## config.mk

```make
export PLATFORM = sky130hd
export DESIGN_NAME = led_status_ctrl
export DESIGN_NICKNAME = d
export VERILOG_FILES = /design/src/rtl/led_status_ctrl.sv
export SDC_FILE = /design/constraint.sdc
export NUM_CORES = 1
export LEC_CHECK = 0
export ABC_AREA = 1
export BUFFER_PORTS_ARGS = -buffer_cell sky130_fd_sc_hd__buf_2
export CORE_AREA = 2 2 49 74
export CTS_CLUSTER_SIZE = 16
export DETAILED_ROUTE_END_ITERATION = 16
export DIE_AREA = 0 0 51 76
export GPL_TIMING_DRIVEN = 0
export SETUP_SLACK_MARGIN = 0.5
export SYNTH_ARGS = -nofsm -noshare
export SYNTH_HDL_FRONTEND = slang
export SYNTH_SLANG_ARGS = --single-unit
```

## constraint.sdc

```tcl
create_clock -name SYSCLK -period 1.35 [get_ports SYSCLK]
set_input_delay 0.27 -clock SYSCLK [delete_from_list [all_inputs] [get_ports SYSCLK]]
set_output_delay 0.27 -clock SYSCLK [all_outputs]
set_load 0.03 [all_outputs]
```

## src/rtl/led_status_ctrl.sv

```systemverilog
// led_status_ctrl: front-panel power / fault / identify LED sequencer.
// Optional feature macro: LED_LAMP_TEST_EN enables the power-up lamp test.
//
// Ports:
//   SYSCLK, RESET_N        clock, asynchronous active-low reset
//   CLK_1HZ..CLK_07S       SYSCLK-synchronous blink waves from the LED counter
//   PWR_GOOD, BMC_READY    power / management-controller status levels
//   FAULT_IN, FAULT_CLR    fault level and one-cycle clear request
//   ID_REQ                 identify request level (rising edge toggles)
//   LED_PWR_N/FAULT_N/ID_N active-low registered LED drives
//   FAULT_LATCHED          sticky fault status
//   ID_ACTIVE              identify status
//   STATE                  00 LAMP, 01 WAIT, 10 RUN
module led_status_ctrl #(
    parameter int unsigned LAMP_SEC   = 2,
    parameter int unsigned ID_TIMEOUT = 60
) (
    input  logic       SYSCLK,
    input  logic       RESET_N,
    input  logic       CLK_1HZ,
    input  logic       CLK_2HZ,
    input  logic       CLK_4HZ,
    input  logic       CLK_4HZ_500MS,
    input  logic       CLK_4HZ_3500MS,
    input  logic       CLK_07S,
    input  logic       PWR_GOOD,
    input  logic       BMC_READY,
    input  logic       FAULT_IN,
    input  logic       FAULT_CLR,
    input  logic       ID_REQ,
    output logic       LED_PWR_N,
    output logic       LED_FAULT_N,
    output logic       LED_ID_N,
    output logic       FAULT_LATCHED,
    output logic       ID_ACTIVE,
    output logic [1:0] STATE
);

    localparam logic [1:0] ST_LAMP = 2'b00;
    localparam logic [1:0] ST_WAIT = 2'b01;
    localparam logic [1:0] ST_RUN  = 2'b10;

    localparam int unsigned ID_CNT_W = 8;
    localparam logic [ID_CNT_W-1:0] ID_LIMIT = ID_CNT_W'(ID_TIMEOUT);

`ifdef LED_LAMP_TEST_EN
    localparam logic [3:0] LAMP_LIMIT = 4'(LAMP_SEC);
    localparam logic [1:0] ST_RESET   = ST_LAMP;
`else
    localparam logic [1:0] ST_RESET   = ST_WAIT;
`endif

    // Elaboration-time parameter range checks
    if (LAMP_SEC < 1 || LAMP_SEC > 15) begin : g_bad_lamp_sec
        $error("LAMP_SEC must be in 1..15");
    end
    if (ID_TIMEOUT > 255) begin : g_bad_id_timeout
        $error("ID_TIMEOUT must be in 0..255");
    end

    // The slow 0.7 s wave is part of the shared blink bus but drives nothing here
    logic w_unused;
    assign w_unused = CLK_07S;

    logic [1:0]          r_state;
    logic [1:0]          w_state_nxt;
    logic                r_clk1_prev;
    logic                r_id_prev;
    logic                r_fault;
    logic                r_id_active;
    logic [ID_CNT_W-1:0] r_id_cnt;
    logic [ID_CNT_W-1:0] w_id_cnt_inc;
    logic                r_led_pwr_n;
    logic                r_led_fault_n;
    logic                r_led_id_n;
    logic                w_tick;
    logic                w_id_edge;
    logic                w_in_lamp;
    logic                w_pwr_on;
    logic                w_fault_on;
    logic                w_id_on;

    assign w_tick       = CLK_1HZ & ~r_clk1_prev;
    assign w_id_edge    = ID_REQ & ~r_id_prev;
    assign w_id_cnt_inc = r_id_cnt + ID_CNT_W'(1);

`ifdef LED_LAMP_TEST_EN
    logic [3:0] r_lamp_cnt;

    assign w_in_lamp = (r_state == ST_LAMP);

    // Lamp-test second counter
    always_ff @(posedge SYSCLK or negedge RESET_N) begin
        if (!RESET_N) begin
            r_lamp_cnt <= 4'd0;
        end else if (w_in_lamp && w_tick) begin
            r_lamp_cnt <= r_lamp_cnt + 4'd1;
        end
    end
`else
    assign w_in_lamp = 1'b0;
`endif

    // State register
    always_ff @(posedge SYSCLK or negedge RESET_N) begin
        if (!RESET_N) begin
            r_state <= ST_RESET;
        end else begin
            r_state <= w_state_nxt;
        end
    end

    // Next-state logic; the unused 11 code recovers to WAIT
    always_comb begin
        w_state_nxt = r_state;
        case (r_state)
            ST_LAMP: begin
`ifdef LED_LAMP_TEST_EN
                if (w_tick && (r_lamp_cnt == LAMP_LIMIT - 4'd1)) begin
                    w_state_nxt = ST_WAIT;
                end
`else
                w_state_nxt = ST_WAIT;
`endif
            end
            ST_WAIT: if (PWR_GOOD)  w_state_nxt = ST_RUN;
            ST_RUN:  if (!PWR_GOOD) w_state_nxt = ST_WAIT;
            default: w_state_nxt = ST_WAIT;
        endcase
    end

    // Edge-detect history
    always_ff @(posedge SYSCLK or negedge RESET_N) begin
        if (!RESET_N) begin
            r_clk1_prev <= 1'b0;
            r_id_prev   <= 1'b0;
        end else begin
            r_clk1_prev <= CLK_1HZ;
            r_id_prev   <= ID_REQ;
        end
    end

    // Fault latch: set has priority over clear
    always_ff @(posedge SYSCLK or negedge RESET_N) begin
        if (!RESET_N) begin
            r_fault <= 1'b0;
        end else if (!w_in_lamp) begin
            if (FAULT_IN) begin
                r_fault <= 1'b1;
            end else if (FAULT_CLR) begin
                r_fault <= 1'b0;
            end
        end
    end

    // Identify toggle with auto-timeout; a request edge beats the timeout
    always_ff @(posedge SYSCLK or negedge RESET_N) begin
        if (!RESET_N) begin
            r_id_active <= 1'b0;
            r_id_cnt    <= '0;
        end else if (!w_in_lamp && w_id_edge) begin
            r_id_active <= ~r_id_active;
            r_id_cnt    <= '0;
        end else if (r_id_active && (ID_LIMIT != '0) && w_tick) begin
            if (w_id_cnt_inc == ID_LIMIT) begin
                r_id_active <= 1'b0;
                r_id_cnt    <= '0;
            end else begin
                r_id_cnt    <= w_id_cnt_inc;
            end
        end
    end

    // LED-on terms
    always_comb begin
        w_pwr_on   = 1'b0;
        w_fault_on = FAULT_IN ? CLK_4HZ : (r_fault & CLK_4HZ_3500MS);
        w_id_on    = r_id_active & CLK_4HZ_500MS;
        case (r_state)
            ST_WAIT: w_pwr_on = CLK_1HZ;
            ST_RUN:  w_pwr_on = BMC_READY | CLK_2HZ;
            default: w_pwr_on = 1'b0;
        endcase
        if (w_in_lamp) begin
            w_pwr_on   = 1'b1;
            w_fault_on = 1'b1;
            w_id_on    = 1'b1;
        end
    end

    // Registered active-low pin drives
    always_ff @(posedge SYSCLK or negedge RESET_N) begin
        if (!RESET_N) begin
            r_led_pwr_n   <= 1'b1;
            r_led_fault_n <= 1'b1;
            r_led_id_n    <= 1'b1;
        end else begin
            r_led_pwr_n   <= ~w_pwr_on;
            r_led_fault_n <= ~w_fault_on;
            r_led_id_n    <= ~w_id_on;
        end
    end

    assign LED_PWR_N     = r_led_pwr_n;
    assign LED_FAULT_N   = r_led_fault_n;
    assign LED_ID_N      = r_led_id_n;
    assign FAULT_LATCHED = r_fault;
    assign ID_ACTIVE     = r_id_active;
    assign STATE         = r_state;

endmodule
```

==> Word level (Yosys, flattened, before mapping) <==
Index checks and enable logic that the tools add are counted.
{ "totals": {"inputBits": 13, "regBits": 17, "output_inout_bits": 7} }
{ "op_classes": {"n_bitwise": 11, "eq_ne": 5, "addsub": 1, "muxes": 13, "reduce_logical": 6} }
{ "ops": {"columns": ["op", "n"], "rows": [
  ["8-bit 2-to-1 mux", 3],
  ["8-bit by 1-bit adder with 8-bit output, second input constant", 1],
  ["8-bit by 6-bit == test with 1-bit output, second input constant", 1],
  ["1-bit 2-to-1 mux", 6],
  ["1-bit inverter", 6],
  ["2-bit nonzero test", 3],
  ["1-bit bitwise AND", 4],
  ["2-bit 2-to-1 mux", 2],
  ["2-bit != test, second input constant", 2],
  ["2-bit case mux with 2 select lines", 1],
  ["2-bit AND reduction", 2],
  ["2-bit by 1-bit == test with 1-bit output, second input constant", 1],
  ["2-bit == test, second input constant", 1],
  ["1-bit case mux with 2 select lines", 1],
  ["1-bit logical AND", 1],
  ["1-bit bitwise OR", 1]
]} }

==> Depth between registers and ports, before layout <==
Gate-level depths: netlist of the first run.
{ "depth": {"word_depth": 5, "depth_mapped": 10} }

==> Worst setup path before layout of the first run <==
OpenSTA, ideal clock, no wires.
{ "synth_path": {"path_kind": "flip-flop to flip-flop", "start": "reg r_id_cnt[0]", "end": "reg r_id_active (netlist: ID_ACTIVE)", "stages_incl_launch_ff": 8, "setup_time_ns": 0.126, "arrival_ns": 1.246, "setup_slack_ns": -0.022, "cell_sequence": "dfrtp_1 > ha_1 > nand2_1 > nand3_1 > nor2_4 > nand4_2 > nand2_4 > a21oi_2"} }
{ "synth_via": {"elab_chain_cells": 4} }
{ "synth_rtl": {"columns": ["item", "line_no", "text"], "rows": [
  ["from (decl)", "71", "logic [ID_CNT_W-1:0] r_id_cnt;"],
  ["from (signal assigned)", "169", "r_id_cnt <= w_id_cnt_inc;"],
  ["8-bit by 1-bit adder with 8-bit output", "85", "assign w_id_cnt_inc = r_id_cnt + ID_CNT_W'(1);"],
  ["8-bit by 6-bit == test with 1-bit output", "165", "if (w_id_cnt_inc == ID_LIMIT) begin"],
  ["2-bit nonzero test (no source line)", null, null],
  ["2-bit AND reduction (no source line)", null, null],
  ["to (signal assigned)", "162", "r_id_active <= ~r_id_active;"],
  ["to (decl)", "70", "logic r_id_active;"]
]} }
No other way between the ends.
A chain may end at the register's enable or synchronous reset.

==> Worst setup path in the final report of the first run <==
{ "layout_path": {"start": "reg r_id_cnt[1]", "end": "reg r_id_active (netlist: ID_ACTIVE)"} }
Same word-level chain as after synthesis.

==> reports/results.tsv, run 1 <==
metric	value	unit
Synth Net Count	131	
sw power	0.0007667	W
Worst Setup End Kind	flop	
Final nets	167	
Antenna Diode Count	0	
placed inst area	1130	µm²
Gate power share	0.424	
Hold Vio Cnt, Final	0	
Detailed Route Iter0 Violations	11	
Pins Over Slew Limit	0	
Clock Power Share	0.187	
Post-Synthesis Cell Area	945.9	µm²
Post-Syn Instances	114	
Root Buffer	clkbuf_8	
worst-case clock skew	0.006511	ns
gr usage total	0.1135	
total number of vias	831	
vias in the first global route	843	
Seq pwr share	0.390	
Post-Synth XOR/XNOR Area	0.009259	
Maximum Capacitance Violations	0	
Die Wd	51	µm
Pre-antenna DRT Iters	3	
Yosys cell types	22	
clock transition at the registers of the reported paths	0.07	ns
Post-Synth Simple-Gate Area	0.2791	
Synth Area in Compound Gates	0.1204	
Initial Util	0.2879	
WS Path Type	reg2reg	
row cnt	26	
post-synthesis register bit count	17	
worst slew pin tran	0.3058	ns
P_leak	0.6596	nW
Max VDD drop	0.8936	mV
crit-path max FO	6	
wirelength, routed	2101	µm
hpwl dp	1482	µm
aggregate global routing overflow	0	
RSZ-0062 raised after global routing	true	
pre-CTS setup slack	-0.1417	ns
Finished Cell Area	1420	µm²
adder-cell share of the synthesized area	0.05291	
worst hold path type	in2reg	
Port-buffer cells	18	
P_int	0.001247	W
fin crit share	1.065	
die height	76	µm
fillcell total	300	
yosys warns	0	
Final ANT Viol Nets	0	
CP Data Required Time	1.48	ns
Top Ports	20	
share of cells above drive strength 1	0.5503	
switching share of power	0.3808	
mux contribution to synthesized area	0	
synth top area cells	dfrtp_1, nand2_1, dfstp_2	
largest family of logic cells by synthesized area	simple AND/OR/NAND/NOR gates	
Syn-to-layout area delta	50.13	%
total core area	3286	µm²
Residual DRC	0	
TritonCTS buffer count	3	
Layout Utilization	0.4322	
area leader, netlist	dfrtp_1	
count of final setup violators	6	
first-pass GRT wire length	3408	µm
pwr/cell area	1418	nW/µm²
CTS H-tree lvls	1	
TritonCTS clock tree	done	
largest net degree at the start of global routing	18	
clk_lat worst skew	0.25	ns
clock tree buffer depth	2	
worst hold slack	0.1272	ns
Synth Area per Inst	8.297	µm²
Peak Freq	0.6956	GHz
Setup WS post-layout	-0.08771	ns
Seq/Total Area, Yosys	0.4550	
DR vias/cell	4.351	
top cell type's share of synthesized area	0.3439	
die area	3876	µm²
initial antenna violation count	0	
CTS sink cnt	17	
fin crit period	1.438	ns
Wirelength per Cell	11.00	µm
status	finished with violations	
routability cong.	0.7594	
crit path DAT	1.57	ns
Worst slew margin	0.7954	
crit path launch type	flop	
failing checks	setup timing	
-- power by group through the flow --
stage | registers, W | clock network [W] | logic [W]
2_1_floorplan | 0.000836 | 0 | 0.000318
3_3_place_gp | 0.000744 | 0 | 0.000552
3_5_place_dp | 0.000754 | 0 | 0.000557
4_1_cts | 0.000790 | 0.000391 | 0.000760
5_1_grt | 0.000798 | 0.000416 | 0.000929
6_report | 0.000784 | 0.000376 | 0.000853
-- stage by stage --
stage	cells	TNS [ns]	total power (W)
after floorplan	114	0	0.001154
after global placement	174	-0.4403	0.001296
after detailed placement	174	-0.6295	0.001311
after CTS	185	-0.2020	0.001941
after global routing	191	-0.9241	0.002142
final	191	-0.4313	0.002013
-- cells in the mapped netlist (all sizes together) --
library cell / n
ha: 4
o22ai: 1
nor2: 10
o21bai: 2
o21ai: 13
nand4: 2
dfstp: 4
nand2: 33
or2: 1
inv: 21
a21oi: 1
nand3: 8
xnor2: 1
dfrtp: 13
-- metal layers --
metal / vias to the layer above / wire length (µm) / part of all wire / global-route usage
li1: 430 / - / - / -
met1: 379 / 713 / 0.34 / 0.1193
met2: 15 / 1273 / 0.61 / 0.2026
met3: 7 / 47 / 0.022 / 0.01176
met4: 0 / 67 / 0.032 / 0.07568
met5: - / 0 / 0 / 0
-- layout make-up --
| cell class | instances | area (µm²) | area share |
|---|---|---|---|
| repair buffers | 31 | 240.2 | 0.1692 |
| multi-input cells | 76 | 559.3 | 0.3938 |
| flip-flops and latches | 17 | 437.9 | 0.3084 |
| well taps | 42 | 52.55 | 0.03700 |
| clock buffers | 3 | 41.29 | 0.02907 |
| inverters | 21 | 83.83 | 0.05903 |
| clock inverters | 1 | 5.005 | 0.003524 |
-- placed cells by master, fill, tap and decap left out, types with 3 or more instances in the layout --
cell,Yosys,layout
nand3_1,8,5
buf_6,0,8
buf_2,0,10
nand2_2,2,4
buf_4,0,11
o21ai_2,5,9
inv_2,4,4
dfrtp_2,0,6
dfrtp_1,13,7
nor2_4,2,7
o21ai_1,3,3
dfstp_2,4,4
clkbuf_8,0,3
inv_1,17,15
nand2_1,30,27
-- registers in the layout, indices dropped and copies added, names as in the netlist --
name / flops
r_id_cnt: 8
LED_ID_N: 1
ID_ACTIVE: 1
FAULT_LATCHED: 1
STATE: 2
LED_FAULT_N: 1
r_id_prev: 1
r_clk1_prev: 1
LED_PWR_N: 1
-- critical path, stage by stage, from the launching register on --
cell     delay (ns)
dfrtp_2        0.45
ha_4           0.19
nand2_4        0.07
nor2_4         0.11
nand3_2        0.07
nand2_2        0.10
nand4_4        0.12
nand2_4        0.14
a21oi_2        0.07
-- cells by family after synthesis --
group / count (synthesis)
flip-flops: 17
AO/OA/AOI/OAI: 17
AND/OR/NAND/NOR: 54
buffers and inverters: 21
adder cells (fa/ha/maj): 4
XOR/XNOR: 1
-- path summary, 6_finish.rpt --
path / start / to / slack, ns / cells past startpoint
hold reg to reg: ID_ACTIVE / LED_ID_N / 0.46 / 1
min in group asynchronous: RESET_N / r_id_cnt[2] / 0.44 / 2
setup / recovery: r_id_cnt[1] / ID_ACTIVE / -0.09 / 8
hold / removal: CLK_4HZ_500MS / LED_ID_N / 0.13 / 2
max in group asynchronous: RESET_N / LED_FAULT_N / 0.65 / 2
setup reg to reg: r_id_cnt[1] / ID_ACTIVE / -0.09 / 8
-- what timing repair did --
action	4_1_cts	5_1_grt
pin swaps	13	7
hold endpoints to repair	13	0
buffers inserted	6	6
resized for setup	32	13
endpoints found under the setup margin	19	24
hold buffers	1	0
(Power assumes the default switching activity.)
==> run 2: changes to the inputs <==
RECOVER_POWER = 100   (was not set)
==> run 2 against run 1 <==
Against the previous run: the run still ends with setup timing left; worst hold slack about the same; die area unchanged; largest cell class unchanged; critical path depth unchanged; flip-flop and latch count unchanged; worst setup slack about the same; via count unchanged; clock-buffer cell count unchanged; global-route usage unchanged; non-clock buffer count unchanged.
==> reports/results.tsv, run 2 (same netlist as run 1, synthesis figures left out) <==
metric	value	unit	change
status	finished with violations		unchanged
failing checks	setup timing		unchanged
die height	76	µm	unchanged
worst-case clock skew	0.006505	ns	was 0.006511 ns
worst slew pin tran	0.4243	ns	was 0.3058 ns
Final ANT Viol Nets	0		unchanged
Pins Over Slew Limit	0		unchanged
setup TNS	-0.4312	ns	was -0.4313 ns
CP max-delay cell	dfrtp_2		unchanged
Top Ports	20		unchanged
fin crit period	1.438	ns	about the same
crit path DAT	1.57	ns	about the same
routability cong.	0.7594		unchanged
total number of vias	831		unchanged
Pre-antenna DRT Iters	3		unchanged
total core area	3286	µm²	unchanged
count of final setup violators	6		unchanged
family with the most delay on the worst path	simple AND/OR/NAND/NOR gates		unchanged
Antenna Diode Count	0		unchanged
aggregate global routing overflow	0		unchanged
wirelength, routed	2099	µm	was 2101 µm
share of cells above drive strength 1	0.5168		was 0.5503
CP max stage delay	0.45	ns	about the same
Max VDD drop	0.8873	mV	was 0.8936 mV
worst hold path type	in2reg		unchanged
RSZ-0062 raised after global routing	true		unchanged
crit-path max FO	6		unchanged
initial antenna violation count	0		unchanged
Root Buffer	clkbuf_8		unchanged
CP cell instances	ha_4, nand2_4, nor2_4, nand3_2, nand2_2, nand4_4, nand2_4, a21oi_2		unchanged
crit path buf inv count	0		unchanged
CTS sink cnt	17		unchanged
pre-CTS setup slack	-0.1417	ns	unchanged
Residual DRC	0		unchanged
Hold Vio Cnt, Final	0		unchanged
Finished Cell Area	1395	µm²	was 1420 µm²
DR vias/cell	4.351		unchanged
Top reg by flops	r_id_cnt		unchanged
placed inst area	1130	µm²	unchanged
TritonCTS buffer count	3		unchanged
commonest non-fill, non-tap cell in the layout	nand2_1		unchanged
crit path launch type	flop		unchanged
TritonCTS clock tree	done		unchanged
Die Wd	51	µm	unchanged
Worst slew margin	0.7172		was 0.7954
pwr/cell area	1419	nW/µm²	was 1418 nW/µm²
Port-buffer cells	18		unchanged
vias in the first global route	843		unchanged
Syn-to-layout area delta	47.49	%	was 50.13%
first-pass GRT wire length	3408	µm	unchanged
Final nets	167		unchanged
Wirelength per Cell	10.99	µm	was 11.00 µm
clk_lat worst skew	0.25	ns	about the same
clock transition at the registers of the reported paths	0.07	ns	about the same
Worst Setup End Kind	flop		unchanged
WS Path Type	reg2reg		unchanged
CTS H-tree lvls	1		unchanged
Initial Util	0.2879		unchanged
cell mode on critical path	nand2_4		unchanged
Detailed Route Iter0 Violations	20		was 11
Largest register FFs	8		unchanged
die area	3876	µm²	unchanged
CP Data Required Time	1.48	ns	about the same
clock tree buffer depth	2		unchanged
commonest cells after routing, fill and taps aside	nand2_1, inv_1, buf_4		unchanged
fin crit share	1.065		about the same
Maximum Capacitance Violations	0		unchanged
Setup WS post-layout	-0.08768	ns	was -0.08771 ns
P_leak	0.6493	nW	was 0.6596 nW
hpwl dp	1482	µm	unchanged
row cnt	26		unchanged
gr usage total	0.1135		unchanged
largest net degree at the start of global routing	18		unchanged
Peak Freq	0.6956	GHz	about the same
run 2: worst reg2reg max path, cell delays in order, from the launching register on:
cell	delay, ns
dfrtp_2	0.45
ha_4	0.20
nand2_4	0.07
nor2_4	0.11
nand3_2	0.08
nand2_2	0.10
nand4_4	0.12
nand2_4	0.14
a21oi_2	0.07
run 2: worst paths after layout:
check / slack, ns / end / from / depth (start not counted)
max in group asynchronous: 0.54 / LED_FAULT_N / RESET_N / 2
worst max-delay path: -0.09 / ID_ACTIVE / r_id_cnt[1] / 8
worst max register to register: -0.09 / ID_ACTIVE / r_id_cnt[1] / 8
worst min-delay path: 0.13 / LED_ID_N / CLK_4HZ_500MS / 2
worst min register to register: 0.46 / LED_ID_N / ID_ACTIVE / 1
min in group asynchronous: 0.48 / ID_ACTIVE / RESET_N / 2
run 2: routing by layer:
metal / global-route usage / wire length, µm / share of wire / vias to the layer above
met4: 0.07568 / 67 / 0.032 / 0
met1: 0.1193 / 714 / 0.34 / 379
met3: 0.01176 / 48 / 0.023 / 7
met5: 0 / 0 / 0 / -
li1: - / - / - / 430
met2: 0.2026 / 1270 / 0.61 / 15
run 2: repair_timing:
item	4_1_cts	5_1_grt
hold buffers	1	0
pin swaps	13	7
gates cloned	0	0
endpoints found under the setup margin	19	24
buffers inserted	6	6
resized for setup	32	13
hold endpoints to repair	13	0
run 2: through the flow:
step                cells  utilization  hold WS (ns)  power [W]
floorplan             114            -      -0.02559   0.001154
global placement      174       0.3439        0.2088   0.001296
detailed placement    174       0.3439        0.2128   0.001311
CTS                   185       0.4052        0.1213   0.001941
global route          191       0.4246        0.1217   0.002110
finish                191       0.4246        0.1273   0.001980
run 2: area by class of cell:
class / count / area (µm²)
Multi-Input combinational cell: 76 / 559.3
Timing Repair Buffer: 31 / 216.5
Tap cell: 42 / 52.55
Clock buffer: 3 / 41.29
Clock inverter: 1 / 5.005
Sequential cell: 17 / 436.7
Fill cell: 303 / 1891
Inverter: 21 / 83.83
run 2: power breakdown:
group / internal [W] / switching [W]
Sequential: 0.000630 / 0.000140
Combinational: 0.000384 / 0.000450
Clock: 0.000205 / 0.000171
==> run 3: changes to the inputs <==
SETUP_SLACK_MARGIN = 0.3   (was 0.5)
clock period = 1.8 ns   (was 1.35 ns; I/O delays follow)
==> run 3 against run 2 <==
Against the previous run: final cell count decreased by 6.8%; total power decreased by 39%; the run now ends clean; worst hold slack better by 0.081 ns; register-to-register slack improved by 0.38 ns; first-iteration DRC count down 45%; highest routed layer unchanged.
==> reports/results.tsv, run 3 (same netlist as run 1, synthesis figures left out) <==
metric	value	unit	change
status	completed		was finished with violations
vias in the first global route	851		was 843
Worst slew margin	0.4181		was 0.7172
TritonCTS buffer count	3		unchanged
placed inst area	1089	µm²	was 1130 µm²
Pins Over Slew Limit	0		unchanged
Hold Vio Cnt, Final	0		unchanged
CP max-delay cell	dfrtp_1		was dfrtp_2
Root Buffer	clkbuf_8		unchanged
DR vias/cell	4.433		was 4.351
worst hold path type	in2async		was in2reg
setup TNS	0	ns	was -0.4312 ns
largest net degree at the start of global routing	18		unchanged
CP cell instances	ha_4, nand2_2, nor2_1, nand3_1, nand2_1, nand4_2, nand2_4, o21ai_0		was ha_4, nand2_4, nor2_4, nand3_2, nand2_2, nand4_4, nand2_4, a21oi_2
Post-Place Cells	174		unchanged
Max VDD drop	0.6188	mV	was 0.8873 mV
Finished Cell Area	1142	µm²	was 1395 µm²
Top Ports	20		unchanged
fin crit period	1.504	ns	was 1.438 ns
TritonCTS clock tree	done		unchanged
initial antenna violation count	0		unchanged
P_leak	0.5358	nW	was 0.6493 nW
die height	76	µm	unchanged
met2 global-route usage	0.2169		was 0.2026
Worst Setup End Kind	flop		unchanged
gr usage total	0.1119		was 0.1135
hpwl dp	1514	µm	was 1482 µm
wirelength, routed	1859	µm	was 2099 µm
die area	3876	µm²	unchanged
clk_lat worst skew	0.24	ns	was 0.25 ns
CTS H-tree lvls	1		unchanged
CP Data Required Time	1.92	ns	was 1.48 ns
Final ANT Viol Nets	0		unchanged
fin crit share	0.8353		was 1.065
Detailed Route Iter0 Violations	11		was 20
row cnt	26		unchanged
Antenna Diode Count	0		unchanged
crit path DAT	1.63	ns	was 1.57 ns
pre-CTS setup slack	0.3308	ns	was -0.1417 ns
crit path buf inv count	0		unchanged
crit-path max FO	6		unchanged
pwr/cell area	1061	nW/µm²	was 1419 nW/µm²
Setup WS post-layout	0.2964	ns	was -0.08768 ns
RSZ-0062 raised after global routing	false		was true
clock transition at the registers of the reported paths	0.06	ns	was 0.07 ns
first-pass GRT wire length	3401	µm	was 3408 µm
Syn-to-layout area delta	20.77	%	was 47.49%
met3 usage	0.01373		was 0.01176
Wirelength per Cell	10.44	µm	was 10.99 µm
Crit path depth	8		unchanged
Pre-antenna DRT Iters	4		was 3
worst-case clock skew	0.001131	ns	was 0.006505 ns
total core area	3286	µm²	unchanged
routability cong.	0.8611		was 0.7594
worst slew pin tran	0.8729	ns	was 0.4243 ns
Final nets	154		was 167
met1 GRT Util	0.1118		was 0.1193
Maximum Capacitance Violations	0		unchanged
Reg2Reg Depth	8		unchanged
final std cells w/o fill	178		was 191
CP max stage delay	0.47	ns	was 0.45 ns
WS Path Type	reg2reg		unchanged
commonest non-fill, non-tap cell in the layout	nand2_1		unchanged
post-cts hold buffer count	0		was 1
count of final setup violators	0		was 6
crit path launch type	flop		unchanged
clock tree buffer depth	2		unchanged
aggregate global routing overflow	0		unchanged
Initial Util	0.2879		unchanged
family with the most delay on the worst path	simple AND/OR/NAND/NOR gates		unchanged
Largest register FFs	8		unchanged
Port-buffer cells	18		unchanged
Top reg by flops	r_id_cnt		unchanged
total number of vias	789		was 831
Residual DRC	0		unchanged
Die Wd	51	µm	unchanged
commonest cells after routing, fill and taps aside	nand2_1, inv_1, dfrtp_1, clkbuf_1, buf_2		was nand2_1, inv_1, buf_4
share of cells above drive strength 1	0.2721		was 0.5168
Peak Freq	0.6651	GHz	was 0.6956 GHz
GRT busiest layer	met2		unchanged
CTS sink cnt	17		unchanged
run 3: changes by cell type in the layout (fill, tap and decap cells not counted), moves of 3 or more:
cell | before | now
buf_4 | 10 | 0
clkbuf_1 | 2 | 11
buf_6 | 5 | 0
nor2_4 | 7 | 2
o21ai_0 | 2 | 7
o21ai_2 | 9 | 4
clkbuf_2 | 3 | 0
dfrtp_1 | 8 | 11
dfrtp_2 | 5 | 2
nor2_1 | 2 | 5
run 3: cell type report:
type / instances / area, µm²
repair buffers: 18 / 77.57
fillers: 355 / 2143
inverters: 21 / 78.83
flip-flops and latches: 17 / 432.9
multi-input cells: 76 / 455.4
clock buffers: 4 / 45.04
well taps: 42 / 52.55
run 3: repair_timing:
item / 4_1_cts / 5_1_grt
endpoints found under the setup margin: 0 / 6
hold endpoints to repair: 0 / 0
gates resized for setup: 0 / 9
buffers inserted: 0 / 0
run 3: report_power, final:
group | switching (W) | internal [W] | leakage, nW
clock network | 0.000113 | 0.000157 | 0.0228
registers | 0.0000905 | 0.000470 | 0.204
logic | 0.000257 | 0.000125 | 0.309
total | 0.000461 | 0.000751 | 0.536
run 3: final timing paths:
check | slack (ns) | to | start
worst max-delay path | 0.30 | r_id_cnt[3] | r_id_cnt[0]
worst min-delay path | 0.21 | r_id_cnt[3] | RESET_N
worst max register to register | 0.30 | r_id_cnt[3] | r_id_cnt[0]
worst min register to register | 0.47 | LED_ID_N | ID_ACTIVE
max in group asynchronous | 1.00 | r_id_cnt[2] | RESET_N
min in group SYSCLK | 0.24 | r_id_prev | ID_REQ
run 3: layer usage:
layer	vias up	wire length (µm)
li1	399	-
met1	361	685
met2	22	1055
met3	7	70
met4	0	47
met5	-	0
run 3: stage by stage:
stage                     total power, W    util  hold WS [ns]
after floorplan                0.0008252       -       0.06441
after global placement         0.0009234  0.3313        0.2941
after detailed placement       0.0009393  0.3313        0.3011
after CTS                       0.001219  0.3450       0.03450
after global routing            0.001318  0.3477        0.2406
final                           0.001212  0.3477        0.2083
